$ cat src/rtl/hazard_pkg.sv
// Shared types and constants for the pipeline hazard controller.
package hazard_pkg;

  localparam int REG_AW      = 5;
  localparam int MUL_LAT_MIN = 2;
  localparam int MUL_LAT_MAX = 16;
  localparam int CNT_BITS    = 4;

  typedef enum logic [1:0] {
    IDLE,
    MUL_WAIT,
    MUL_DONE
  } state_t;

  function automatic bit mul_lat_legal(input int lat);
    return (lat >= MUL_LAT_MIN) && (lat <= MUL_LAT_MAX);
  endfunction

endpackage

$ cat src/rtl/hazard_ctrl_if.sv
// ID/EX-side hazard inputs and the stall/flush enables returned to the pipeline.
interface hazard_ctrl_if #(parameter int CNT_W = 16);
  import hazard_pkg::*;

  logic [REG_AW-1:0] IdRs;
  logic [REG_AW-1:0] IdRt;
  logic              IdUsesRt;
  logic              IdBranchTaken;
  logic              ExMemRead;
  logic [REG_AW-1:0] ExRt;
  logic              ExMul;

  logic              PcWrite;
  logic              IfIdWrite;
  logic              IfIdFlush;
  logic              IdExWrite;
  logic              IdExFlush;
  logic              ExMemFlush;
  logic              MulBusy;
  logic [CNT_W-1:0]  StallCycles;

  // Pipeline side: supplies the ID/EX fields, consumes the enables.
  modport master (
    output IdRs, IdRt, IdUsesRt, IdBranchTaken, ExMemRead, ExRt, ExMul,
    input  PcWrite, IfIdWrite, IfIdFlush, IdExWrite, IdExFlush, ExMemFlush,
           MulBusy, StallCycles
  );

  modport slave (
    input  IdRs, IdRt, IdUsesRt, IdBranchTaken, ExMemRead, ExRt, ExMul,
    output PcWrite, IfIdWrite, IfIdFlush, IdExWrite, IdExFlush, ExMemFlush,
           MulBusy, StallCycles
  );

endinterface

$ cat src/rtl/hazard_ctrl_sat_counter.sv
// Saturating up-counter; holds at all-ones once reached.
module sat_counter #(
  parameter int W = 16
) (
  input  logic         clk,
  input  logic         rst,
  input  logic         inc,
  output logic [W-1:0] count
);

  // NOTE: sequential state uses non-blocking assignments so every flop
  // samples pre-edge values regardless of process ordering.
  always_ff @(posedge clk or negedge rst) begin
    if (!rst) begin
      count <= '0;
    end else if (inc && (count != '1)) begin
      count <= count + W'(1);
    end
  end

endmodule

$ cat src/rtl/hazard_ctrl.sv
// Load-use, multi-cycle multiply and taken-branch hazard control beside ID/EX.
// Control outputs are Mealy; only state, cnt and the stall counter are flops.
module hazard_ctrl
  import hazard_pkg::*;
#(
  parameter int MUL_LAT = 4,
  parameter int CNT_W   = 16
) (
  input  logic          clk,
  input  logic          rst,
  hazard_ctrl_if.slave  bus
);

  if (!mul_lat_legal(MUL_LAT)) begin : g_bad_mul_lat
    $error("hazard_ctrl: MUL_LAT must be within 2..16");
  end

  localparam logic [CNT_BITS-1:0] CNT_LOAD = CNT_BITS'((MUL_LAT >= 3) ? MUL_LAT - 3 : 0);

  state_t              state, state_nxt;
  logic [CNT_BITS-1:0] cnt, cnt_nxt;
  logic                raw_hit, mul_hold, load_use;

  always_ff @(posedge clk or negedge rst) begin
    if (!rst) begin
      state <= IDLE;
      cnt   <= '0;
    end else begin
      state <= state_nxt;
      cnt   <= cnt_nxt;
    end
  end

  // Only IDLE can start a multiply; in MUL_DONE the held multiply is still in EX.
  assign mul_hold = ((state == IDLE) && bus.ExMul) || (state == MUL_WAIT);
  assign raw_hit  = bus.ExMemRead && (bus.ExRt != '0) &&
                    ((bus.ExRt == bus.IdRs) || (bus.IdUsesRt && (bus.ExRt == bus.IdRt)));
  assign load_use = raw_hit && !mul_hold;

  // NOTE: every always_comb output gets a default first so no path leaves a
  // signal unassigned and infers a latch.
  always_comb begin
    state_nxt = state;
    cnt_nxt   = cnt;
    unique case (state)
      IDLE: begin
        if (bus.ExMul) begin
          if (MUL_LAT >= 3) begin
            state_nxt = MUL_WAIT;
            cnt_nxt   = CNT_LOAD;
          end else begin
            state_nxt = MUL_DONE;
          end
        end
      end
      MUL_WAIT: begin
        if (cnt == '0) state_nxt = MUL_DONE;
        else           cnt_nxt   = cnt - CNT_BITS'(1);
      end
      MUL_DONE: state_nxt = IDLE;
      default:  state_nxt = IDLE;
    endcase
  end

  always_comb begin
    bus.PcWrite    = 1'b1;
    bus.IfIdWrite  = 1'b1;
    bus.IfIdFlush  = 1'b0;
    bus.IdExWrite  = 1'b1;
    bus.IdExFlush  = 1'b0;
    bus.ExMemFlush = 1'b0;
    bus.MulBusy    = 1'b0;
    // Reset forces defaults combinationally so a mid-multiply reset releases at once.
    if (rst) begin
      if (mul_hold) begin
        bus.PcWrite    = 1'b0;
        bus.IfIdWrite  = 1'b0;
        bus.IdExWrite  = 1'b0;
        bus.ExMemFlush = 1'b1;
        bus.MulBusy    = 1'b1;
      end else if (load_use) begin
        bus.PcWrite   = 1'b0;
        bus.IfIdWrite = 1'b0;
        bus.IdExFlush = 1'b1;
      end else begin
        bus.IfIdFlush = bus.IdBranchTaken;
      end
    end
  end

  sat_counter #(.W(CNT_W)) u_stall_cnt (
    .clk   (clk),
    .rst   (rst),
    .inc   (~bus.PcWrite),
    .count (bus.StallCycles)
  );

endmodule
$ cat src/flat_wrapper.sv
// flat-port wrapper written by rule: the top's interface ports become plain ports
module hazard_ctrl_flat import hazard_pkg::*;
#(
  parameter int MUL_LAT = 4,
  parameter int CNT_W   = 16
)
  (clk, rst, bus_IdRs, bus_IdRt, bus_IdUsesRt, bus_IdBranchTaken, bus_ExMemRead, bus_ExRt, bus_ExMul, bus_PcWrite, bus_IfIdWrite, bus_IfIdFlush, bus_IdExWrite, bus_IdExFlush, bus_ExMemFlush, bus_MulBusy, bus_StallCycles);
  hazard_ctrl_if #(.CNT_W(CNT_W)) bus_i ();
  input  logic clk;
  input  logic rst;
  input wire logic [$bits(bus_i.IdRs)-1:0] bus_IdRs;
  input wire logic [$bits(bus_i.IdRt)-1:0] bus_IdRt;
  input wire logic [$bits(bus_i.IdUsesRt)-1:0] bus_IdUsesRt;
  input wire logic [$bits(bus_i.IdBranchTaken)-1:0] bus_IdBranchTaken;
  input wire logic [$bits(bus_i.ExMemRead)-1:0] bus_ExMemRead;
  input wire logic [$bits(bus_i.ExRt)-1:0] bus_ExRt;
  input wire logic [$bits(bus_i.ExMul)-1:0] bus_ExMul;
  output wire logic [$bits(bus_i.PcWrite)-1:0] bus_PcWrite;
  output wire logic [$bits(bus_i.IfIdWrite)-1:0] bus_IfIdWrite;
  output wire logic [$bits(bus_i.IfIdFlush)-1:0] bus_IfIdFlush;
  output wire logic [$bits(bus_i.IdExWrite)-1:0] bus_IdExWrite;
  output wire logic [$bits(bus_i.IdExFlush)-1:0] bus_IdExFlush;
  output wire logic [$bits(bus_i.ExMemFlush)-1:0] bus_ExMemFlush;
  output wire logic [$bits(bus_i.MulBusy)-1:0] bus_MulBusy;
  output wire logic [$bits(bus_i.StallCycles)-1:0] bus_StallCycles;
  assign bus_i.IdRs = bus_IdRs;
  assign bus_i.IdRt = bus_IdRt;
  assign bus_i.IdUsesRt = bus_IdUsesRt;
  assign bus_i.IdBranchTaken = bus_IdBranchTaken;
  assign bus_i.ExMemRead = bus_ExMemRead;
  assign bus_i.ExRt = bus_ExRt;
  assign bus_i.ExMul = bus_ExMul;
  assign bus_PcWrite = bus_i.PcWrite;
  assign bus_IfIdWrite = bus_i.IfIdWrite;
  assign bus_IfIdFlush = bus_i.IfIdFlush;
  assign bus_IdExWrite = bus_i.IdExWrite;
  assign bus_IdExFlush = bus_i.IdExFlush;
  assign bus_ExMemFlush = bus_i.ExMemFlush;
  assign bus_MulBusy = bus_i.MulBusy;
  assign bus_StallCycles = bus_i.StallCycles;
  hazard_ctrl #(.MUL_LAT(MUL_LAT), .CNT_W(CNT_W)) u_core (.clk(clk), .rst(rst), .bus(bus_i));
endmodule
$ cat config.mk
export PLATFORM = sky130hd
export DESIGN_NAME = hazard_ctrl_flat
export DESIGN_NICKNAME = d
export VERILOG_FILES = /design/src/rtl/hazard_pkg.sv /design/src/rtl/hazard_ctrl_if.sv /design/src/rtl/hazard_ctrl_sat_counter.sv /design/src/rtl/hazard_ctrl.sv /design/src/flat_wrapper.sv
export SDC_FILE = /design/constraint.sdc
export NUM_CORES = 1
export LEC_CHECK = 0
export CORE_MARGIN = 4
export CORE_UTILIZATION = 45
export DETAILED_ROUTE_END_ITERATION = 10
export PLACE_DENSITY = 0.91
export SETUP_SLACK_MARGIN = 0.5
export SLEW_MARGIN = 20
export SYNTH_ARGS = -nofsm -noshare
export SYNTH_HDL_FRONTEND = slang
export SYNTH_SLANG_ARGS = --single-unit
$ cat constraint.sdc
create_clock -name clk -period 2.5 [get_ports clk]
set_clock_uncertainty 0.15 [all_clocks]
set_input_delay 0.25 -clock clk [delete_from_list [all_inputs] [get_ports clk]]
set_output_delay 0.25 -clock clk [all_outputs]
set_load 0.02 [all_outputs]
==> metrics, run 1 <==
Nets 236; post-route ant nets 0; peak supply drop 0.0009075 V; layout cells sized above 1 0.4408; syn_nets 155; dpl ws -232.9 ps; final hold vios 0; sequential-to-total area share from yosys stat 0.4186; Post-CTS Hold Buffers 0; Site Rows 19; Worst path max stage delay 320 ps; CTS tree done; Final Cycle Share 0.8652; P&R area growth vs syn 70.98%; Hold WS 198.6 ps; Sequential Power Share 0.296; slowest CP cell nor4_2; combinational share of power 0.604; maxcap violations 0; Die X-Extent 62.06 um; Fmax achieved 462.3 MHz; area of the core 2781 um^2; Root Driver clkbuf_4; die height 62.06 um; most common cell after layout, fill and taps aside buf_4; internal power 0.001135 W; Distinct cells, synth 36; # port buffers 43; Net Sw Frac 0.4368; mapped cell area 1315 um^2; DRC 0; RSZ-0062 raised after global routing yes; Final Max Slew Viols 0; Setup-failing EPs final 0; reg-to-reg endpoint u_core.u_stall_cnt.count[13]$_DFFE_PN0P_; GRT Overall Usage 0.2380; Final HPWL DP 2862 um; Cell Pwr Density 896.6 nW/um^2; worst path required time 2610 ps; setup TNS 0 ps; largest net degree at the start of global routing 21; CP max FO 6; Pwr Total 0.002016 W; first-pass GRT wire length 6568 um; clock sinks 22; Worst Path Buf+Inv 4; TritonCTS Buffers 3; Leak 1.059 nW; Starting Density 0.4728; Worst EP arrival 2270 ps; cell chain of the critical path buf_2, xor2_1, nor4_2, a32oi_2, o21ai_4, buf_4, buf_6, nand3_4, buf_6, nor4_4, xor2_1; DRT Wirelength 4905 um; CP delay by family, top simple AND/OR/NAND/NOR gates; CP Class in -> reg; r2r setup slk 440 ps; Pre-antenna DRT Iters 4; Syn Inst Count 131; I/O Pins 44; worst setup margin 336.9 ps; worst skew pair latency 320 ps; total gr overflow 0; routed vias 1,412; CP endpoint kind flip-flop; Tmin final 2163 ps; most frequent cells in the layout 32 x buf_4, 21 x clkdlybuf4s50_1, 17 x dfrtp_1, 13 x xor2_1, 12 x buf_6; wire per inst 20.27 um; startpoint types primary input; worst-case reg-to-reg path depth 8; Clock transition at path regs 120 ps; Crit Reg-Reg Startpoint u_core.state[1]$_DFFE_PN0P_; clk buf depth 2; synthesized flop and latch total 22; RD Place Congestion 0.7873; initial antenna violation count 0; status finished, final reports clean; Yosys Warn Count 0; Vias/cell 5.835; Clock power frac 0.101; CP Launch Point bus_ExRt[0]; Die Area 3851 um^2; H-Tree Depth 1; Avg Cell Area, Syn 10.04 um^2; Net Switching 0.0008806 W; initial DRC count 109; Max-Slew Margin vs Limit 0.7837; Inserted Diodes 0; number of global-route vias before repair 1,406; worst slew pin tran 323.5 ps; Worst Hold Class in -> async
## cells in the mapped netlist, drive strengths merged
library cell	count	area, um^2
a21oi	2	10.01
o21ai	5	36.28
buf	4	31.27
dfrtp	22	550.5
mux2	3	33.78
or4	2	15.01
nor3	8	66.32
xor2	17	148.9
ha	3	37.54
o22ai	1	6.260
nand3	8	45.04
and2	1	6.260
clkbuf	1	3.750
xnor2	6	52.55
a22oi	1	7.510
nand2b	2	12.51
a22o	1	8.760
inv	9	33.78
nand2	10	40.04
nor2	9	33.78
nand4	4	25.02
or2	2	12.51
a32oi	1	8.760
nor4	8	77.57
o2111a	1	11.26
## worst max-delay path by stage
stage | to | slack, ps | depth (start not counted)
finish | u_core.u_stall_cnt.count[13]$_DFFE_PN0P_ | 340 | 11
global route | u_core.u_stall_cnt.count[13]$_DFFE_PN0P_ | 310 | 11
CTS | u_core.u_stall_cnt.count[12]$_DFFE_PN0P_ | 460 | 11
detailed placement | bus_IfIdFlush | -230 | 6
global placement | bus_IfIdFlush | -190 | 6
floorplan | u_core.u_stall_cnt.count[1]$_DFFE_PN0P_ | 450 | 8
## power by group through the flow
stage          Sequential (W)  Clock (W)  Combinational [W]
2_1_floorplan        0.000634          0           0.000450
3_3_place_gp         0.000575          0           0.000806
3_5_place_dp         0.000592          0           0.000861
4_1_cts              0.000580   0.000201           0.000963
5_1_grt              0.000608   0.000223            0.00129
6_report             0.000596   0.000204            0.00122
## area by class of cell
| type | count | area [um^2] |
|---|---|---|
| Clock buffer | 4 | 36.28 |
| Fill cell | 134 | 533.0 |
| Inverter | 9 | 33.78 |
| Multi-Input combinational cell | 95 | 879.6 |
| Sequential cell | 22 | 556.8 |
| Tap cell | 31 | 38.79 |
| Timing Repair Buffer | 81 | 703.2 |
## flip-flops by register name, indices dropped and copies added, names as in the netlist
register	flops
u_core.cnt	4
u_core.state	2
u_core.u_stall_cnt.count	16
## per-stage QoR
step	cell area, um^2	instances	utilization
after floorplan	1363	131	-
after global placement	1911	216	0.6869
after detailed placement	1911	216	0.6869
after CTS	2066	231	0.7427
after global routing	2248	242	0.8084
final	2248	242	0.8084
## cells by family after synthesis
kind of cell,after synthesis,synth area share
AO/OA/AOI/OAI,12,0.06756
XOR/XNOR,23,0.1532
adder cells (fa/ha/maj),3,0.02855
buffers and inverters,14,0.05232
flip-flops,22,0.4187
multiplexers,3,0.02569
AND/OR/NAND/NOR,54,0.2540
## repair_timing
item / 4_1_cts / 5_1_grt
hold endpoints to repair: 0 / 0
gates resized for setup: 77 / 25
pin swaps: 17 / 15
setup endpoints to repair: 22 / 17
setup buffers: 11 / 11
## layer usage
layer / global-route usage / part of all wire / wire length (um)
met3: 0.05579 / 0.077 / 376
met1: 0.3015 / 0.38 / 1862
met4: 0.07879 / 0.039 / 193
met5: 0 / 0 / 0
met2: 0.3979 / 0.50 / 2473
No activity file was read; power rests on OpenSTA's default activity.
==> inputs of run 2 (changes only) <==
--- a/config.mk
+++ b/config.mk
@@ -5,6 +5,7 @@
 export SDC_FILE = /design/constraint.sdc
 export NUM_CORES = 1
 export LEC_CHECK = 0
+export CAP_MARGIN = 5
 export CORE_MARGIN = 4
 export CORE_UTILIZATION = 45
 export DETAILED_ROUTE_END_ITERATION = 10
==> results of run 2 <==
The final DEF is identical to that of run 1; final timing and power are the same.
==> inputs of run 3 (changes only) <==
--- a/config.mk
+++ b/config.mk
@@ -11,6 +11,7 @@
 export DETAILED_ROUTE_END_ITERATION = 10
 export PLACE_DENSITY = 0.91
 export SETUP_SLACK_MARGIN = 0.5
+export SKIP_CTS_REPAIR_TIMING = 1
 export SLEW_MARGIN = 20
 export SYNTH_ARGS = -nofsm -noshare
 export SYNTH_HDL_FRONTEND = slang
==> run 3 against run 2 <==
Setup slack worse by 78 ps; combinational power is 13% lower; cell area is 1.6% lower; non-clock buffer count is 4 lower; register-to-register slack worse by 110 ps; die area stayed put; core utilization is 1.3 points lower; routed wire length is 13% lower; global-route usage is 2.8 points lower; count of clock-buffer cells in the layout stayed put; flip-flop and latch count stayed put; sequential power hardly changed; critical path type unchanged; largest cell class unchanged.
==> metrics, run 3 (synthesis gave the netlist of run 1 again) <==
Tmin final 2241 ps (+77.62 ps); Pwr Total 0.001851 W (-8.2%); RD Place Congestion 0.7873 (unchanged); Final Cycle Share 0.8963 (+0.03105); Fmax achieved 446.3 MHz (-3.5%); Die X-Extent 62.06 um (unchanged); number of global-route vias before repair 1,317 (-6.3%); fillers 138 (+3.0%); Net Sw Frac 0.4240 (-0.01279); area of the core 2781 um^2 (unchanged); clk buf depth 2 (unchanged); Leak 1.115 nW (+5.3%); Net Switching 0.0007851 W (-11%); Post-Place Cell Area 1911 um^2 (unchanged); total gr overflow 0 (unchanged); combinational share of power 0.571 (-0.033); # port buffers 43 (unchanged); worst-case reg-to-reg path depth 8 (unchanged); layout cells sized above 1 0.3702 (-0.07057); Starting Density 0.4728 (unchanged); Nets 233 (-1.3%); r2r setup slk 330 ps (-110 ps); largest net degree at the start of global routing 21 (unchanged); I/O Pins 44 (unchanged); startpoint types primary input; multi-input logic area 822.0 um^2 (-6.5%); initial antenna violation count 0 (unchanged); Largest regs u_core.u_stall_cnt.count x16, u_core.cnt x4, u_core.state x2; P&R area growth vs syn 68.22%; routed vias 1,331 (-5.7%); final hold vios 0 (unchanged); wire per inst 17.87 um (-12%); Sequential Power Share 0.321 (+0.025); clock sinks 22 (unchanged); post-route ant nets 0 (unchanged); Inserted Diodes 0 (unchanged); Crit Reg-Reg Startpoint u_core.state[0]$_DFFE_PN0P_; most frequent cells in the layout 31 x buf_4, 24 x clkdlybuf4s50_1, 18 x dfrtp_1, 15 x xor2_1, 14 x dlymetal6s2s_1; CP max FO 5 (-1); CP Class in -> reg; Pre-antenna DRT Iters 4 (unchanged); max reg flops 16 (unchanged); TritonCTS Buffers 3 (unchanged); first-pass GRT wire length 5871 um (-11%); RSZ-0062 raised after global routing yes; worst skew pair latency 310 ps (about the same); sequential cell area 555.5 um^2 (-0.22%); Final HPWL DP 2862 um (unchanged); Clock power frac 0.108 (+0.007); Worst Hold Class in -> async; Design Area, Final 2212 um^2 (-1.6%); H-Tree Depth 1 (unchanged); Root Driver clkbuf_4; GRT Overall Usage 0.2096 (-0.02843); maxcap violations 0 (unchanged); most common cell after layout, fill and taps aside buf_4; reg-to-reg endpoint u_core.u_stall_cnt.count[13]$_DFFE_PN0P_; Vias/cell 5.569 (-4.6%); worst slew pin tran 341.0 ps (+17.50 ps); die height 62.06 um (unchanged); Site Rows 19 (unchanged); initial DRC count 69 (-37%); CP endpoint kind flip-flop; internal power 0.001066 W (-6.1%); Die Area 3851 um^2 (unchanged); Cell Pwr Density 837.0 nW/um^2 (-6.7%); Worst EP arrival 2340 ps (+70 ps); CTS tree done; peak supply drop 0.0008567 V (-5.6%); DRC 0 (unchanged); worst path required time 2600 ps (about the same); DRT Wirelength 4272 um (-13%); status finished, final reports clean; most flop-heavy register u_core.u_stall_cnt.count; Final Max Slew Viols 0 (unchanged); Setup-failing EPs final 0 (unchanged); worst setup margin 259.3 ps (-77.62 ps); Clock transition at path regs 120 ps (about the same); Max-Slew Margin vs Limit 0.7706 (-0.01312); dpl ws -232.9 ps (unchanged)
-- run 3: cell count changes in the layout (fill, tap and decap cells not counted), moves of 3 or more --
cell	previous run	this run
dlygate4sd2_1	8	0
buf_2	5	0
dlymetal6s2s_1	1	14
clkdlybuf4s50_1	21	24
buf_6	12	6
-- run 3: area by class of cell --
type                       count  area share
timing repair buffer          77      0.3281
inverter                       9     0.01527
tap                           31     0.01753
clock buffer                   4     0.01640
sequential                    22      0.2511
multi-input combinational     96      0.3716
-- run 3: how the worst max path moves through the flow --
| stage | startpoint | to | slack, ps | cells past startpoint |
|---|---|---|---|---|
| finish | bus_ExRt[3] | u_core.u_stall_cnt.count[13]$_DFFE_PN0P_ | 260 | 11 |
| floorplan | u_core.u_stall_cnt.count[6]$_DFFE_PN0P_ | u_core.u_stall_cnt.count[1]$_DFFE_PN0P_ | 450 | 8 |
| detailed placement | bus_ExRt[0] | bus_IfIdFlush | -230 | 6 |
| CTS | bus_ExRt[0] | bus_IfIdFlush | -250 | 6 |
| global route | bus_ExRt[3] | u_core.u_stall_cnt.count[13]$_DFFE_PN0P_ | 220 | 11 |
| global placement | bus_ExRt[0] | bus_IfIdFlush | -190 | 6 |
-- run 3: power by group through the flow --
stage / sequential [W] / combinational, W / clock, W
CTS: 0.000584 / 0.000865 / 0.000201
finish: 0.000595 / 0.00106 / 0.000199
global placement: 0.000575 / 0.000806 / 0
detailed placement: 0.000592 / 0.000861 / 0
floorplan: 0.000634 / 0.000450 / 0
global route: 0.000606 / 0.00114 / 0.000219
-- run 3: stage by stage --
stage | hold slack, ps | TNS (ps) | utilization | std cells
floorplan | -195.6 | 0 | - | 131
global placement | 325.9 | -1590 | 0.6869 | 216
detailed placement | 344.8 | -2773 | 0.6869 | 216
CTS | 197.2 | -882.7 | 0.7000 | 220
global route | 188.1 | 0 | 0.7953 | 239
finish | 221.0 | 0 | 0.7953 | 239
-- run 3: critical path, stage by stage --
cell	delay [ps]
buf_6	90
buf_6	110
xor2_2	150
nor4_2	320
a32oi_2	220
o21ai_4	290
buf_6	160
nand3_4	100
buf_4	160
nor4_1	310
xor2_1	180
-- run 3: per-layer routing --
| metal | wire (um) | GRT usage |
|---|---|---|
| met1 | 1776 | 0.2519 |
| met2 | 2223 | 0.3432 |
| met3 | 151 | 0.06405 |
| met4 | 121 | 0.09394 |
| met5 | 0 | 0 |
==> RTL edit 1: new RTL, settings of run 2 <==
Encoding of `state_t`: now one-hot (3 bits for 3 states).
--- a/src/rtl/hazard_pkg.sv
+++ b/src/rtl/hazard_pkg.sv
@@ -8,6 +8,6 @@
 
-  typedef enum logic [1:0] {
-    IDLE,
-    MUL_WAIT,
-    MUL_DONE
+  typedef enum logic [2:0] {
+    IDLE     = 3'b001,
+    MUL_WAIT = 3'b010,
+    MUL_DONE = 3'b100
   } state_t;
Check against the original RTL: no difference found for any inputs over 10 cycles, from zero or initial values and one cycle with rst low; not proved beyond that.
==> RTL edit 1 against run 2 <==
- sequential power down 13%
- setup slack better by 0.14 ns
- power down 32%
- cell count down 9.1%
- non-clock buffer count down 17
- sequential cell count up 1
- final area down 14%
- wire length down 34%
- synthesized area down 4.9%
- global-route usage down 4.3 points
- core utilization down 5.5 points
- sequential share of layout area up 5.1 points
- largest cell class unchanged
- largest power group unchanged
- highest routed layer unchanged
==> RTL edit 1: results (changes against run 2) <==
* Status: completed
* Non-Clock Buffer Count at 64 (-21%)
* Synth Area in Compound Gates at 5.40% (-1.4 points)
* Met3 usage at 3.83% (-1.7 points)
* Via Count at 1177 (-17%)
* Clock network area share at 1.36% (-0.26 points)
* Xor-xnor portion of the synthesized cell area at 18.2% (+2.9 points)
* Mux share of post-synthesis cell area at 2.10% (-0.47 points)
* Non-CTS inverters at 7 (-2)
* Max stage delay on crit path at 0.43 ns (+0.11 ns)
* CP top delay family: flip-flops
* Nets at 215 (-8.9%)
* Worst-Skew Late Latency at 0.32 ns (about the same)
* GP Congestion at 0.776 (-1.5%)
* Multi-input logic area at 701 um^2 (-20%)
* Met2 WL at 1680 um (-32%)
* Yosys cell types at 29 (-19%)
* Part of the Yosys area used for sequential elements at 46.1% (+4.2 points)
* Worst-path fanout max at 6 (unchanged)
* Slew Limit Headroom at 75.3% (-3.0 points)
* Largest regs: u_core.u_stall_cnt.count (16), u_core.cnt (4), u_core.state (3)
* Met3 wire length at 261 um (-31%)
* Deepest clock path buffer count at 2 (unchanged)
* Synth area leaders: dfrtp_1, xnor2_1, xor2_1
* GR met1 Demand/Resource at 21.9% (-8.2 points)
* Overall Global Routing Usage at 19.5% (-4.3 points)
* Layout cells sized above 1 at 27.9% (-16 points)
* Met2 Usage GRT at 35.9% (-3.9 points)
* Worst vdd ir at 0.000750 V (-17%)
* Hpwl dp at 2470 um (-14%)
* Post-Route WL at 3250 um (-34%)
* Comb_multi_in at 92 (-3.2%)
* H-tree level count at 1 (unchanged)
* Post-synthesis net count at 149 (-3.9%)
* 1st-iter DRT viols at 29 (-73%)
* P_leak at 0.879 nW (-17%)
* Seq Cell Count at 23 (+4.5%)
* M1 WL at 1240 um (-33%)
* Register share of the cell area at 29.9% (+5.1 points)
* Post-synth top cells: dfrtp_1, xnor2_1, nand2_1
* IO buf count at 43 (unchanged)
* # fillers at 184 (+37%)
* First-pass GRT wire length at 5320 um (-19%)
* Crit path DAT at 2.08 ns (-0.19 ns)
* Clock buffers at 4 (unchanged)
* Largest net degree at the start of global routing at 13 (-38%)
* Slowest stage cell, crit path: dfrtp_1
* Layout non-clock buf frac at 29.2% (-2.0 points)
* Adder-Cell Fraction of Synth Area at 3.00% (+0.15 points)
* DP Worst Slack at -0.299 ns (-0.0659 ns)
## RTL edit 1: cell count changes after synthesis, moves of 2 or more
cell and delta:
o21ai_0 -2, xnor2_1 +12, or2_2 -2, nand2_1 +3, inv_1 -2, nor3_2 -3, nor4_2 -2, and3_1 +4
and4_1 +2, nand4_1 +7, xor2_1 -9, nor4_1 -5, nand3_1 -3
## RTL edit 1: path summary, 6_finish.rpt
path	start	endpoint	slack [ns]	depth (start not counted)
max reg2reg	u_core.u_stall_cnt.count[1]	u_core.u_stall_cnt.count[1]	0.48	7
max in group asynchronous	rst	u_core.state[0]	1.69	2
min	rst	u_core.u_stall_cnt.count[12]	0.30	2
max	u_core.u_stall_cnt.count[1]	u_core.u_stall_cnt.count[1]	0.48	7
min in group clk	u_core.u_stall_cnt.count[6]	u_core.u_stall_cnt.count[6]	0.35	1
min reg2reg	u_core.u_stall_cnt.count[6]	u_core.u_stall_cnt.count[6]	0.35	1
## RTL edit 1: timing repair
item	CTS	global route
setup endpoints to repair	17	17
hold buffers	0	0
gates resized for setup	62	18
setup buffers	4	4
pin swaps	9	9
## RTL edit 1: metrics by stage
step / hold WS [ns] / TNS [ns] / instance area (um^2) / instances / total power [mW]
floorplan: -0.196 / 0 / 1260 / 125 / 0.837
detailed placement: 0.329 / -0.859 / 1810 / 208 / 1.11
finish: 0.302 / 0 / 1930 / 220 / 1.37
CTS: 0.308 / 0 / 1850 / 216 / 1.29
global route: 0.338 / 0 / 1930 / 220 / 1.47
global placement: 0.326 / -0.768 / 1810 / 208 / 1.07
## RTL edit 1: report_power, final
part           internal [mW]  switching, mW  leakage, nW
Sequential             0.453         0.0666        0.304
Clock                 0.0626          0.108       0.0150
Combinational          0.344          0.341        0.560
Total                  0.859          0.515        0.879
==> RTL edit 2: new RTL, config.mk and constraints of run 2 <==
Made on the original files. Change the package constant `REG_AW` from 5 to 4.
--- a/src/rtl/hazard_pkg.sv
+++ b/src/rtl/hazard_pkg.sv
@@ -3,3 +3,3 @@
 
-  localparam int REG_AW      = 5;
+  localparam int REG_AW      = 4;
   localparam int MUL_LAT_MIN = 2;
Ports: changed (resized bus_ExRt, bus_IdRs and bus_IdRt); port bits go from 44 to 41. No check against the original RTL was run, so the function may have changed too.
==> RTL edit 2 against run 2 <==
- final area decreased by 15%
- sequential cell count unchanged
- power decreased by 23%
- synthesized area increased by 5.0%
- core utilization decreased by 13 points
- wire length decreased by 24%
- setup slack improved by 0.16 ns
- global-route usage decreased by 5.6 points
- first-iteration DRC count increased by 2.8%
- largest power group unchanged
- via count decreased by 14%
- largest cell class unchanged
==> RTL edit 2: results (changes against run 2) <==
* Layout cells sized above 1 at 34.1% (-10 points)
* Crit path DAT at 1.60 ns (-0.67 ns)
* Hpwl dp at 2550 um (-11%)
* Synth area leaders: dfrtp_1, xor2_1, xnor2_1
* Placed cell count at 202 (-6.5%)
* First-pass GRT wire length at 5790 um (-12%)
* Routed vias/inst at 5.71 (-2.1%)
* Met2 Usage GRT at 32.7% (-7.1 points)
* Status: completed
* R2r startpoint: u_core.u_stall_cnt.count[1]
* 1st-iter DRT viols at 112 (+2.8%)
* Xor-xnor portion of the synthesized cell area at 12.0% (-3.4 points)
* FF-to-FF path depth at 6 (-2)
* Max stage delay on crit path at 0.26 ns (-0.06 ns)
* Slowest stage cell, crit path: dlygate4sd2_1
* Part of the Yosys area used for sequential elements at 39.9% (-2.0 points)
* Wire per inst at 17.5 um (-14%)
* Yosys cell types at 47 (+31%)
* Worst-path fanout max at 3 (-3)
* Vias in the first global route at 1211 (-14%)
* Worst vdd ir at 0.000566 V (-38%)
* Synth Area in Compound Gates at 10.2% (+3.5 points)
* P_leak at 0.867 nW (-18%)
* IO buf count at 40 (-7.0%)
* Slew Limit Headroom at 80.7% (+2.3 points)
* Largest net degree at the start of global routing at 24 (+14%)
## RTL edit 2: cell count changes after synthesis, moves of 4 or more
cell,change
nor2_1,-4
xor2_1,-8
and3_1,+7
nor4_1,-4
inv_1,-4
nand3_2,+5
a21oi_1,+4
## RTL edit 2: stage by stage
stage               TNS, ns  hold WS [ns]  setup slack (ns)  util [%]
global route              0         0.361             0.407      67.4
global placement     -0.214         0.331            -0.112      63.6
CTS                       0         0.307             0.438      65.4
floorplan                 0        -0.196             0.555         -
detailed placement   -0.883         0.335            -0.221      63.6
finish                    0         0.339             0.498      67.4
## RTL edit 2: cell type report
| class | instances | area (um^2) |
|---|---|---|
| Timing Repair Buffer | 53 | 458 |
| Clock buffer | 4 | 36.3 |
| Multi-Input combinational cell | 96 | 810 |
| Tap cell | 31 | 38.8 |
| Inverter | 7 | 26.3 |
| Sequential cell | 22 | 553 |
| Fill cell | 224 | 931 |
## RTL edit 2: per-layer routing
metal | share of wire [%] | vias to the layer above | routed length (um)
li1 | - | 567 | -
met1 | 39 | 597 | 1470
met2 | 54 | 39 | 2010
met3 | 3.2 | 14 | 119
met4 | 3.3 | 0 | 121
met5 | 0 | - | 0
## RTL edit 2: power breakdown
group          switching (mW)  internal, mW
Sequential              0.112         0.454
Clock                   0.113        0.0891
Combinational           0.423         0.368
Total                   0.648         0.911
## RTL edit 2: critical path, delay by kind of cell
kind | cells | cell delay [ns]
AOI/OAI and AO/OA | 1 | 0.08
buffers and inverters | 2 | 0.39
and+or+nand+nor | 3 | 0.71
xor gates and xnor gates | 1 | 0.17
## RTL edit 2: worst max-delay path by stage
stage	startpoint	to	slack, ns	cells past startpoint
finish	bus_IdRs[3]	bus_IfIdFlush	0.50	7
floorplan	u_core.u_stall_cnt.count[0]	u_core.u_stall_cnt.count[1]	0.56	7
CTS	bus_IdRt[0]	bus_IfIdFlush	0.44	7
global placement	bus_ExRt[0]	bus_IfIdFlush	-0.11	5
detailed placement	bus_ExRt[1]	bus_IfIdFlush	-0.22	7
global route	bus_IdRs[3]	bus_IfIdFlush	0.41	7
## RTL edit 2: kinds of logic (layout without fill, tap and decap cells)
family,Yosys count,in the layout
buffers and inverters,13,64
AO/OA/AOI/OAI,20,20
multiplexers,3,3
XOR/XNOR,18,18
AND/OR/NAND/NOR,52,52
flip-flops,22,22
adder cells (fa/ha/maj),3,3
## RTL edit 2: what timing repair did
item	CTS	global route
pin swaps	5	9
setup buffers	1	6
setup endpoints to repair	23	13
gates cloned	0	0
gates resized for setup	42	23
